### config.mk
export PLATFORM = sky130hd
export DESIGN_NAME = rconst_seq
export DESIGN_NICKNAME = d
export VERILOG_FILES = /design/src/rtl/rconst_seq.sv
export SDC_FILE = /design/constraint.sdc
export NUM_CORES = 1
export LEC_CHECK = 0
export CAP_MARGIN = 0
export CORE_ASPECT_RATIO = 1.75
export CORE_MARGIN = 2
export CORE_UTILIZATION = 55
export CTS_BUF_LIST = sky130_fd_sc_hd__clkbuf_8
export CTS_CLUSTER_DIAMETER = 40
export DETAILED_ROUTE_END_ITERATION = 10
export PLACE_DENSITY = 0.8
export SYNTH_ARGS = -nofsm -noshare
export SYNTH_HDL_FRONTEND = slang
export SYNTH_SLANG_ARGS = --single-unit
### constraint.sdc
create_clock -name clk -period 2.6 [get_ports clk]
set_input_delay 0.52 -clock clk [delete_from_list [all_inputs] [get_ports clk]]
set_output_delay 0.52 -clock clk [all_outputs]
set_load 0.05 [all_outputs]
### src/rtl/rconst_seq.sv
// Keccak round-constant sequencer.
// Produces RPC compressed round constants per group (7 bits per round, the
// only RC bits that can be nonzero: 0,1,3,7,15,31,63) from the 8-bit rc(t)
// LFSR x^8+x^6+x^5+x^4+1, stepping 7*RPC times per accepted group.
module rconst_seq #(
    parameter int unsigned RPC = 2
) (
    input  logic               clk,
    input  logic               reset_n,
    input  logic               start,
    input  logic               mode,
    input  logic               abort,
    input  logic               advance,
    output logic [7*RPC-1:0]   rc_out,
    output logic               rc_valid,
    output logic [4:0]         round_idx,
    output logic               last,
    output logic               busy,
    output logic               done
);

    localparam int unsigned LW = 7 * RPC;

    if (!(RPC == 1 || RPC == 2 || RPC == 3 || RPC == 4 || RPC == 6)) begin : g_bad_rpc
        $fatal(1, "rconst_seq: RPC must be one of 1, 2, 3, 4, 6");
    end

    typedef enum logic {
        IDLE,
        RUN
    } state_t;

    // One step of the rc(t) LFSR; bit 0 is the output bit rc(t).
    function automatic logic [7:0] lfsr_step(input logic [7:0] s);
        return {s[6:0], 1'b0} ^ (s[7] ? 8'h71 : 8'h00);
    endfunction

    function automatic logic [7:0] lfsr_adv(input logic [7:0] s, input int unsigned n);
        logic [7:0] st;
        st = s;
        for (int unsigned i = 0; i < n; i++) begin
            st = lfsr_step(st);
        end
        return st;
    endfunction

    // Output bits of the next LW steps: bit 7k+j is rc[j] of lane k.
    function automatic logic [LW-1:0] lanes(input logic [7:0] s);
        logic [7:0]    st;
        logic [LW-1:0] l;
        st = s;
        l  = '0;
        for (int unsigned i = 0; i < LW; i++) begin
            l[i] = st[0];
            st   = lfsr_step(st);
        end
        return l;
    endfunction

    localparam logic [7:0]    LFSR_INIT = 8'h01;
    localparam logic [7:0]    START_M1  = lfsr_adv(LFSR_INIT, 84);
    localparam logic [LW-1:0] LANES_M0  = lanes(LFSR_INIT);
    localparam logic [LW-1:0] LANES_M1  = lanes(START_M1);
    localparam logic [4:0]    STEP      = 5'(RPC);
    localparam logic          LAST_M0   = (RPC == 24);
    localparam logic          LAST_M1   = (12 + RPC == 24);

    state_t        r_state;
    logic [7:0]    r_lfsr;
    logic [LW-1:0] r_rc_out;
    logic          r_valid;
    logic [4:0]    r_round;
    logic          r_last;
    logic          r_done;

    logic [7:0]    w_lfsr_next;
    logic [LW-1:0] w_lanes_next;
    logic [4:0]    w_idx_next;
    logic          w_last_next;

    // Next-group LFSR state and its lanes, fully unrolled.
    always_comb begin
        w_lfsr_next  = lfsr_adv(r_lfsr, LW);
        w_lanes_next = lanes(w_lfsr_next);
        w_idx_next   = r_round + STEP;
        w_last_next  = ((w_idx_next + STEP) == 5'd24);
    end

    // Sequencer FSM with registered outputs.
    always_ff @(posedge clk or negedge reset_n) begin
        if (!reset_n) begin
            r_state  <= IDLE;
            r_lfsr   <= LFSR_INIT;
            r_rc_out <= '0;
            r_valid  <= 1'b0;
            r_round  <= '0;
            r_last   <= 1'b0;
            r_done   <= 1'b0;
        end else begin
            r_done <= 1'b0;
            case (r_state)
                IDLE: begin
                    if (!abort && start) begin
                        r_state  <= RUN;
                        r_lfsr   <= mode ? START_M1 : LFSR_INIT;
                        r_rc_out <= mode ? LANES_M1 : LANES_M0;
                        r_round  <= mode ? 5'd12 : 5'd0;
                        r_last   <= mode ? LAST_M1 : LAST_M0;
                        r_valid  <= 1'b1;
                    end
                end
                RUN: begin
                    if (abort || (advance && r_last)) begin
                        r_state  <= IDLE;
                        r_rc_out <= '0;
                        r_valid  <= 1'b0;
                        r_round  <= '0;
                        r_last   <= 1'b0;
                        r_done   <= !abort;
                    end else if (advance) begin
                        r_lfsr   <= w_lfsr_next;
                        r_rc_out <= w_lanes_next;
                        r_round  <= w_idx_next;
                        r_last   <= w_last_next;
                    end
                end
                default: begin
                    r_state <= IDLE;
                    r_valid <= 1'b0;
                end
            endcase
        end
    end

    assign rc_out    = r_rc_out;
    assign rc_valid  = r_valid;
    assign round_idx = r_round;
    assign last      = r_last;
    assign busy      = (r_state == RUN);
    assign done      = r_done;

endmodule

==> key figures <==
Floorplanning
  • Die area: around 3700 um^2
  • Die width: between 40 and 50 um
  • IO Count: 29
  • Core area: approximately 3100 um^2
  • Starting Density: 56.9%
  • Chip Height: approximately 79 um
  • Num rows: 27

Global route
  • GRT overflow: 0
  • Largest net degree at the start of global routing: 31
  • Initial antenna violation count: 0
  • GRT Total Usage: 26.2%
  • First-pass GRT wire length: 6.92 mm
  • Number of global-route vias before repair: between 1,500 and 2,000

Yosys
  • Top_reg_cell synth: dfrtp_1
  • Syn. warnings: 0
  • Yosys reg bits: 30
  • Post-synth top cells: dfrtp_1 (29), nand2_1 (24), xnor2_1 (23)
  • Post-synth top area cell: dfrtp_1
  • Syn_nets: between 150 and 200
  • Seq/Total Area, Yosys: 42.1%
  • Synth Instances: 181
  • Synthesized area per cell: ~10 um^2
  • Ys async rst share: 100%
  • Top cells by area, synth: dfrtp_1 (41%), xnor2_1 (11%), nand2_1 (5.0%)
  • Post-synth EDFFs: 0
  • Post-synth cell types: 36
  • Cell area after synthesis: approximately 1800 um^2
  • Share of the synthesized area in the top cell type: between 40% and 50%
  • Cell with the most instances after synthesis: dfrtp_1

Critical path
  • Worst setup path endpoint: rc_out[13]$_DFFE_PN0P_
  • Critical path class: register to register
  • R2R depth: 4
  • Crit path DAT: 2.28 ns
  • FF-to-FF End: rc_out[13]$_DFFE_PN0P_
  • Crit path launch: r_lfsr[7]$_DFFE_PN0P_
  • Req. time, crit path: 2.76 ns
  • FF-to-FF setup slack: about 0.48 ns
  • Critical R2R Launch: r_lfsr[7]$_DFFE_PN0P_
  • Crit path max fanout: 4
  • Crit. End Element: register
  • Worst setup SP type: register

Timing
  • Slew HR: roughly three fifths
  • Final Hold Slack: 0.480 ns
  • Post-route minimum period: 2.12 ns
  • Upper clock frequency limit: 471 MHz
  • Worst-margin pin slew: 0.599 ns
  • Max-slew violations: 0
  • Setup ws final: between 0.4 and 0.5 ns
  • TNS Setup: 0 ns
  • Hold Vio Cnt, Final: 0
  • Clock skew: between 0.007 and 0.008 ns
  • RSZ-0062 raised after global routing: no
  • Setup violators final: 0
  • Crit share post-route: between 80% and 90%

Routing
  • Via count: 1,418
  • Per-cell routed wire length: 16.1 um
  • Post-route DRC: 0
  • Antenna-violating nets left: 0
  • WL final: ~4.1 mm
  • Iteration-0 DRC Markers: 32
  • Via/cell ratio: 5.54
  • Drt pass-1 iters: 4

Clock network
  • # hold bufs at CTS: 0
  • Latest clock arrival within the worst-skew pair: 0.29 ns
  • Root buf cell: clkbuf_8
  • Reg clk slew, reported paths: around 0.06 ns
  • Max Root-Sink Buffers: 2
  • CTS buffer count: 5
  • # H-tree levels: 2
  • CTS sink count: 30
  • CTS tree: built

Power and ir drop
  • Pleak: 0.983 nW
  • Peak VDD IR: approximately 0.0017 V
  • Cell Pwr Density: 1510 nW/um^2
  • Power, Total: around 3.4 mW

Min path
  • Min-Delay Path Depth: 2
  • Worst min path class: register to register

Cells and area
  • # diodes: 0
  • Area Growth Syn to Fin: 25.9%
  • Share of layout cells above drive strength 1: around a tenth
  • Finished Layout Cells: 256
  • Final nets: 220
  • Post-route cell area: ~2300 um^2
  • Final Util: between 70% and 80%

Outcome
  • Status: finished, final reports clean

Placement
  • Setup slack at placement: -0.0844 ns
  • Port-buffer cells: 27
  • Placed Cells: roughly 250
  • Dpl cell area: roughly 2100 um^2
  • Final GP Congestion: roughly 0.89
  • HPWL reported at the end of detailed placement: between 3 and 4 mm

Run
  • Max-Cap Viols: 0
[final cells by class]
class | instances | area, um^2
Clock buffer | 6 | 82.6
Timing Repair Buffer | 35 | 330
Inverter | 4 | 15.0
Multi-Input combinational cell | 136 | 957
Fill cell | 246 | 891
Tap cell | 43 | 53.8
Clock inverter | 2 | 60.1
Sequential cell | 30 | 752
[how the worst min path moves through the flow]
| stage | startpoint | endpoint |
|---|---|---|
| final | rc_out[2]$_DFFE_PN0P_ | rc_out[2]$_DFFE_PN0P_ |
| after global routing | rc_out[0]$_DFFE_PN0P_ | rc_out[0]$_DFFE_PN0P_ |
| after global placement | rc_out[2]$_DFFE_PN0P_ | rc_out[2]$_DFFE_PN0P_ |
| after floorplan | reset_n | busy$_DFF_PN0_ |
| after detailed placement | rc_out[0]$_DFFE_PN0P_ | rc_out[0]$_DFFE_PN0P_ |
| after CTS | rc_out[0]$_DFFE_PN0P_ | rc_out[0]$_DFFE_PN0P_ |
[where the power goes]
part	internal, mW	total [mW]	switching [mW]
clock	0.409	0.591	0.182
sequential	0.605	0.774	0.169
combinational	0.952	2.03	1.08
[per-layer routing]
metal / vias to the layer above / track usage (%) / share of wire (%)
li1: 676 / - / -
met1: 709 / 27.8 / 39
met2: 23 / 45.9 / 56
met3: 10 / 5.43 / 1.9
met4: 0 / 12.8 / 2.9
met5: - / 0 / 0
[worst max-delay path, cell delays in order (launching register included)]
cell and delay [ns]:
dfrtp_1 0.43, xnor3_2 0.52, xnor2_4 0.26, xnor3_2 0.43, a221o_1 0.35
[cells by family (layout without fill, tap and decap cells)]
| group | after synthesis | in the layout | share of synthesized area (%) |
|---|---|---|---|
| simple gates | 49 | 49 | 12.2 |
| compound gates | 48 | 48 | 17.4 |
| xor+xnor | 35 | 35 | 21.4 |
| flops | 30 | 30 | 42.1 |
| buf+inv | 15 | 47 | 4.76 |
| fa+ha+maj | 2 | 2 | 1.40 |
| other cells | 1 | 1 | 0.210 |
| mux | 1 | 1 | 0.560 |
[state kept, by name, summed over array words and instances (netlist names)]
register / flops
busy: 1
done: 1
last: 1
r_lfsr: 8
rc_out: 14
rc_valid: 1
round_idx: 4
[timing repair]
action,CTS,global route
endpoints found under the hold margin,0,0
buffers inserted,0,0
resized for setup,0,1
setup endpoints to repair,0,4
[layout by cell type, fill, tap and decap left out, types with 4 or more instances in the layout]
cell             instances
nor2_1                  10
inv_1                    4
xor2_1                   7
xnor2_1                 23
a221o_1                  5
clkbuf_8                 6
o21ai_0                 13
nand2_1                 24
dfrtp_1                 29
buf_4                    8
a21oi_1                 11
a21o_1                   5
nor2b_1                  6
clkdlybuf4s50_1         27
No activity file was read; power rests on OpenSTA's default activity.
